## config.mk

```make
export PLATFORM = sky130hd
export DESIGN_NAME = multi_op_calc_flat
export DESIGN_NICKNAME = d
export VERILOG_FILES = /design/src/rtl/multi_op_calc_pkg.sv /design/src/rtl/multi_op_calc_if.sv /design/src/rtl/multi_op_calc_shift_add_mul.sv /design/src/rtl/multi_op_calc.sv /design/src/flat_wrapper.sv
export SDC_FILE = /design/constraint.sdc
export NUM_CORES = 1
export LEC_CHECK = 0
export BUFFER_PORTS_ARGS = -buffer_cell sky130_fd_sc_hd__buf_2
export CAP_MARGIN = 20
export CORE_ASPECT_RATIO = 0.8
export CORE_MARGIN = 2
export CORE_UTILIZATION = 45
export CTS_CLUSTER_SIZE = 20
export DETAILED_ROUTE_END_ITERATION = 6
export PLACE_DENSITY_LB_ADDON = 0.2
export REMOVE_ABC_BUFFERS = 1
export SYNTH_ARGS = -nofsm -noshare
export SYNTH_HDL_FRONTEND = slang
export SYNTH_HIERARCHICAL = 1
export SYNTH_SLANG_ARGS = --single-unit
```

## constraint.sdc

```tcl
create_clock -name clk -period 4.5 [get_ports clk]
set_input_delay 0 -clock clk [delete_from_list [all_inputs] [get_ports clk]]
set_output_delay 0 -clock clk [all_outputs]
set_load 0.05 [all_outputs]
```

## src/rtl/multi_op_calc_pkg.sv

```systemverilog
// Shared definitions for the multi-op calculator: opcodes, FSM states and
// result-width helpers used by the top, the multiplier and the bus interface.
package multi_op_calc_pkg;

  localparam int DEFAULT_WIDTH = 4;

  localparam logic [2:0] OP_ADD = 3'b000;
  localparam logic [2:0] OP_SUB = 3'b001;
  localparam logic [2:0] OP_AND = 3'b010;
  localparam logic [2:0] OP_OR  = 3'b011;
  localparam logic [2:0] OP_XOR = 3'b100;
  localparam logic [2:0] OP_MUL = 3'b101;
  localparam logic [2:0] OP_ACC = 3'b110;
  localparam logic [2:0] OP_CLR = 3'b111;

  typedef enum logic [1:0] {
    IDLE    = 2'd0,
    WAIT_B  = 2'd1,
    MUL_RUN = 2'd2,
    OUT     = 2'd3
  } state_t;

  function automatic int res_width(input int width);
    return 2 * width;
  endfunction

  // ACC and CLR complete on a single capture; every other op needs a B operand.
  function automatic logic is_single_operand(input logic [2:0] op);
    return (op == OP_ACC) || (op == OP_CLR);
  endfunction

endpackage

```

## src/rtl/multi_op_calc_if.sv

```systemverilog
// Operand/result bus of the calculator. The stimulus side is the master,
// the calculator itself is the slave.
interface multi_op_calc_if import multi_op_calc_pkg::*; #(
  parameter int WIDTH = DEFAULT_WIDTH
);
  localparam int RES_W = res_width(WIDTH);

  logic [WIDTH-1:0] d_in;
  logic [2:0]       op;
  logic             capture;
  logic             busy;
  logic             valid;
  logic [RES_W-1:0] result;

  modport master (
    output d_in, op, capture,
    input  busy, valid, result
  );

  modport slave (
    input  d_in, op, capture,
    output busy, valid, result
  );
endinterface

```

## src/rtl/multi_op_calc_shift_add_mul.sv

```systemverilog
// Iterative unsigned multiplier: one shift-add step per cycle, LSB of b first,
// WIDTH steps after a start pulse.
module shift_add_mul import multi_op_calc_pkg::*; #(
  parameter int WIDTH = DEFAULT_WIDTH
) (
  input  logic                           clk,
  input  logic                           rst,
  input  logic                           start,
  input  logic [WIDTH-1:0]               a,
  input  logic [WIDTH-1:0]               b,
  output logic                           busy,
  output logic                           done,
  output logic [res_width(WIDTH)-1:0]    product
);
  localparam int RES_W = res_width(WIDTH);
  localparam int CNT_W = $clog2(WIDTH + 1);

  logic [RES_W-1:0] mcand;
  logic [RES_W-1:0] prod;
  logic [WIDTH-1:0] mplier;
  logic [CNT_W-1:0] count;

  always_ff @(posedge clk) begin
    if (rst) begin
      mcand  <= '0;
      prod   <= '0;
      mplier <= '0;
      count  <= '0;
    end else if (start) begin
      mcand  <= RES_W'(a);
      prod   <= '0;
      mplier <= b;
      count  <= CNT_W'(WIDTH);
    end else if (count != '0) begin
      if (mplier[0]) begin
        prod <= prod + mcand;
      end
      mcand  <= mcand << 1;
      mplier <= mplier >> 1;
      count  <= count - CNT_W'(1);
    end
  end

  // done flags the cycle of the final step, so product is complete on the
  // same edge that moves the caller out of its wait state.
  assign busy    = (count != '0);
  assign done    = (count == CNT_W'(1));
  assign product = prod;

endmodule

```

## src/rtl/multi_op_calc.sv

```systemverilog
// Eight-op capture calculator: ALU mux, persistent accumulator and the control
// FSM; multiplication is delegated to the shift-add sub-module.
module multi_op_calc import multi_op_calc_pkg::*; #(
  parameter int WIDTH = DEFAULT_WIDTH
) (
  input  logic            clk,
  input  logic            rst,
  multi_op_calc_if.slave  bus
);
  localparam int RES_W = res_width(WIDTH);

  state_t           state;
  state_t           state_next;
  logic [2:0]       op_reg;
  logic [WIDTH-1:0] a_reg;
  logic [WIDTH-1:0] b_reg;
  logic [RES_W-1:0] acc;
  logic [RES_W-1:0] alu_out;
  logic [RES_W-1:0] result_reg;
  logic             valid_reg;
  logic             load_a;
  logic             load_b;
  logic             mul_start;
  logic             mul_busy;
  logic             mul_done;
  logic [RES_W-1:0] mul_product;
  logic [RES_W-1:0] a_ext;
  logic [RES_W-1:0] b_ext;

  shift_add_mul #(.WIDTH(WIDTH)) u_mul (
    .clk     (clk),
    .rst     (rst),
    .start   (mul_start),
    .a       (a_reg),
    .b       (bus.d_in),
    .busy    (mul_busy),
    .done    (mul_done),
    .product (mul_product)
  );

  always_ff @(posedge clk) begin
    if (rst) begin
      state <= IDLE;
    end else begin
      state <= state_next;
    end
  end

  // The valid cycle is spent in IDLE but still counts as busy, so a capture
  // arriving alongside valid is dropped rather than starting a new op.
  always_comb begin
    state_next = state;
    unique case (state)
      IDLE: begin
        if (bus.capture && !valid_reg) begin
          state_next = is_single_operand(bus.op) ? OUT : WAIT_B;
        end
      end
      WAIT_B: begin
        if (bus.capture) begin
          state_next = (op_reg == OP_MUL) ? MUL_RUN : OUT;
        end
      end
      MUL_RUN: begin
        if (mul_done) begin
          state_next = OUT;
        end
      end
      OUT: state_next = IDLE;
      default: state_next = IDLE;
    endcase
  end

  always_comb begin
    load_a    = 1'b0;
    load_b    = 1'b0;
    mul_start = 1'b0;
    unique case (state)
      IDLE:    load_a = bus.capture && !valid_reg;
      WAIT_B: begin
        load_b    = bus.capture;
        mul_start = bus.capture && (op_reg == OP_MUL);
      end
      default: ;
    endcase
  end

  assign a_ext = RES_W'(a_reg);
  assign b_ext = RES_W'(b_reg);

  always_comb begin
    alu_out = '0;
    unique case (op_reg)
      OP_ADD: alu_out = a_ext + b_ext;
      OP_SUB: alu_out = a_ext - b_ext;
      OP_AND: alu_out = a_ext & b_ext;
      OP_OR:  alu_out = a_ext | b_ext;
      OP_XOR: alu_out = a_ext ^ b_ext;
      OP_MUL: alu_out = mul_product;
      OP_ACC: alu_out = acc + a_ext;
      OP_CLR: alu_out = '0;
      default: alu_out = '0;
    endcase
  end

  always_ff @(posedge clk) begin
    if (rst) begin
      op_reg     <= '0;
      a_reg      <= '0;
      b_reg      <= '0;
      acc        <= '0;
      result_reg <= '0;
      valid_reg  <= 1'b0;
    end else begin
      valid_reg <= 1'b0;
      if (load_a) begin
        a_reg  <= bus.d_in;
        op_reg <= bus.op;
      end
      if (load_b) begin
        b_reg <= bus.d_in;
      end
      if (state == OUT) begin
        valid_reg  <= 1'b1;
        result_reg <= alu_out;
        if (is_single_operand(op_reg)) begin
          acc <= alu_out;
        end
      end
    end
  end

  assign bus.busy   = (state != IDLE) || valid_reg || mul_busy;
  assign bus.valid  = valid_reg;
  assign bus.result = result_reg;

endmodule

```

## src/flat_wrapper.sv

```systemverilog
// flat-port wrapper written by rule: the top's interface ports become plain ports
module multi_op_calc_flat import multi_op_calc_pkg::*;
#(
  parameter int WIDTH = DEFAULT_WIDTH
)
  (clk, rst, bus_d_in, bus_op, bus_capture, bus_busy, bus_valid, bus_result);
  multi_op_calc_if #(.WIDTH(WIDTH)) bus_i ();
  input  logic clk;
  input  logic rst;
  input wire logic [$bits(bus_i.d_in)-1:0] bus_d_in;
  input wire logic [$bits(bus_i.op)-1:0] bus_op;
  input wire logic [$bits(bus_i.capture)-1:0] bus_capture;
  output wire logic [$bits(bus_i.busy)-1:0] bus_busy;
  output wire logic [$bits(bus_i.valid)-1:0] bus_valid;
  output wire logic [$bits(bus_i.result)-1:0] bus_result;
  assign bus_i.d_in = bus_d_in;
  assign bus_i.op = bus_op;
  assign bus_i.capture = bus_capture;
  assign bus_busy = bus_i.busy;
  assign bus_valid = bus_i.valid;
  assign bus_result = bus_i.result;
  multi_op_calc #(.WIDTH(WIDTH)) u_core (.clk(clk), .rst(rst), .bus(bus_i));
endmodule
```

==> results.toml <==
[pwr]
max-vdd-ir-drop_uv = 215.0
pwr-share-comb_pct = 40.0
p_leak_nw = 1.453
p_sw_share_pct = 40.64
p_switching_uw = 579.3
finalPower_mw = 1.425
seqPwrFrac_pct = 40.7
power_frac_clock_pct = 19.3
p_int_uw = 846.1
p_per_area_nw_per_um2 = 394.1

[yosys]
synth_area_leaders = "dfxtp_1 (32%), ha_1 (11%), mux2i_1 (5.7%), nor2_1 (5.7%), a21oi_1 (5.0%)"
synth.cell_area_sq_um = 3311
synthCells = 395
synthFlopType = "dfxtp_1"
synth_top_cell_area_share_pct = 32.05
seq_area_frac_synth_pct = 32.05
synth_top_cell_by_area = "dfxtp_1"
syn_area_per_cell_sq_um = 8.381
yosysUniqueCellTypes = 62
yosys_register_bits = 53
synth_edf_count = 0
yosys_warnings = 6
async_flop_share_pct = 0

[die]
fp.dieArea_sq_um = 8064
initial_core_util_pct = 47.34
ios = 20
coreArea_sq_um = 6993
die_x_um = 99.90
rows = 27
fp.dieH_um = 80.72

[drt]
wl_mm = 7.866
drt_iter0_markers = 127
drtPass1Iterations = 5
antenna_left = 0
wl_per_cell_um = 15.70
vias = 2819
route.detailed.drc = 0
viasPerCell = 5.627

[timing]
tightest_slew_ps = 1013
post-route-period-util_pct = 52.11
setup-tns-final_ps = 0
fmax_mhz = 426.4
hold_viol = 0
setup_viol_count_final = 0
worst_clock_skew_ps = 9.841
worst_slew_margin_rel_pct = 32.44
rsz0062_at_grt = "false"
min_period_ps = 2345
slew_viol_final = 0

[worst_hold_path]
hp-class = "input port to flip-flop"
hp-start = "bus_capture"

[finish]
drive_gt1_share_pct = 10.39
stdcell_count = 501
num-nets-final = 457
fillerInstances = 681
syn2layout_area_growth_pct = 9.259
layout_commonest_cell = "dfxtp_1"
antennaDiodeCount = 0
layout_common_cells = "dfxtp_1 (53), nor2_1 (50), a21oi_1 (33), ha_1 (30), inv_1 (28)"

[place]
dp.cells = 485
dpl.hpwl_mm = 5.819
portBuffers = 19
gp_congestion = 0.9214

[worst_setup_path]
crit_start = "u_core/u_mul/count[1]"
setup.worst_path.end_class = "output pin"
cp.arrival_ps = 2350
cp_slowest_stage_delay_ps = 670
start_kind = "flip-flop"
crit_type = "flip-flop to output pin"
r2r-start = "u_core/a_reg[1]"
crit_chain = "inv_1 -> ha_1 -> nand2b_1 -> or3b_2 -> buf_2"
crit_slowest_cell = "or3b_2"
required_ps = 4500
path_max_fanout = 18

[global_route]
grt_pass1_wl_mm = 13.50
grt_max_degree = 27
grt_overflow = 0
grt_pass1_vias = 2784
antenna_found_initial = 0
grt_util_all_layers_pct = 20.93

[clock_network]
clock_sink_count = 53
clkTransAtPathRegs_ps = 100
cts_root_buffer = "clkbuf_8"
cts_max_path_buffers = 2
cts_buffers = 5
htree_levels = 2
clkLatencyLatePin_ps = 310
cts_tree = "yes"

[job]
drv_cap = 0

[run_status]
status = "complete, no violations"
[cells in the mapped netlist (all sizes together) (4+ instances only)]
master / n
a211oi: 10
a21oi: 34
a311oi: 5
buf: 4
clkbuf: 14
dfxtp: 53
fa: 4
ha: 30
inv: 31
mux2i: 19
nand2: 23
nand2b: 7
nand3: 11
nand3b: 4
nor2: 50
nor2b: 6
nor3: 11
o21a: 4
o21ai: 14
o31ai: 5
or3: 5
[layer usage]
layer  wire length (um)  vias to the layer above  global-route usage (%)
met5                  0                        -                       0
met4                 24                        0                   3.562
met3                473                        4                   3.046
met2               3578                       78                   35.00
met1               3791                     1313                   29.21
li1                   -                     1424                       -
[critical path: cells and delay by family, from the launching register on]
kind	cells	cell delay, ps
fa+ha+maj	1	180
buf+inv	2	330
flops	1	320
simple gates	2	1200
[worst paths after layout]
path | slack [ps] | end | cells past startpoint
worst max-delay path | 2150 | bus_busy | 5
worst min-delay path | 20 | u_core/b_reg[0] | 3
worst min register to register | 470 | u_core/bus.result[4] | 2
worst max register to register | 2210 | u_core/bus.result[3] | 7
[cell type report]
class | instances | area [sq um] | share of cell area [%]
clock buffers | 6 | 72.57 | 2.006
flip-flops and latches | 53 | 1061 | 29.33
well taps | 87 | 108.9 | 3.009
clock inverters | 2 | 15.01 | 0.4151
multi-input cells | 293 | 2053 | 56.76
repair buffers | 29 | 190.2 | 5.258
inverters | 31 | 116.4 | 3.217
[metrics by stage]
stage          setup WS [ps]  util (%)  instance area [sq um]  hold WS [ps]
5_1_grt                 1938     51.73                   3617         30.85
4_1_cts                 2157     51.73                   3617         1.204
2_1_floorplan           1935         -                   3226         67.86
3_3_place_gp            2317     49.33                   3450         239.4
6_report                2155     51.73                   3617         17.84
3_5_place_dp            2252     49.33                   3450         253.6
[what timing repair did]
action	4_1_cts	5_1_grt
gates resized for setup	0	0
buffers inserted	0	0
hold buffers	8	0
endpoints found under the setup margin	0	0
hold endpoints to repair	16	0
[power by group through the flow]
stage / Combinational [mW] / Sequential (mW) / Clock [mW]
after floorplan: 0.401 / 0.608 / 0
after global placement: 0.547 / 0.587 / 0
after detailed placement: 0.556 / 0.591 / 0
after CTS: 0.565 / 0.579 / 0.284
after global routing: 0.634 / 0.589 / 0.299
final: 0.570 / 0.580 / 0.276
[cell families after synthesis]
kind of cell,share of synthesized area (%)
AO/OA/AOI/OAI,19.73
XOR/XNOR,1.323
adder cells (fa/ha/maj),13.76
buffers and inverters,6.085
flip-flops,32.05
multiplexers,6.085
AND/OR/NAND/NOR,20.98
Power figures use the tool's default switching activity.
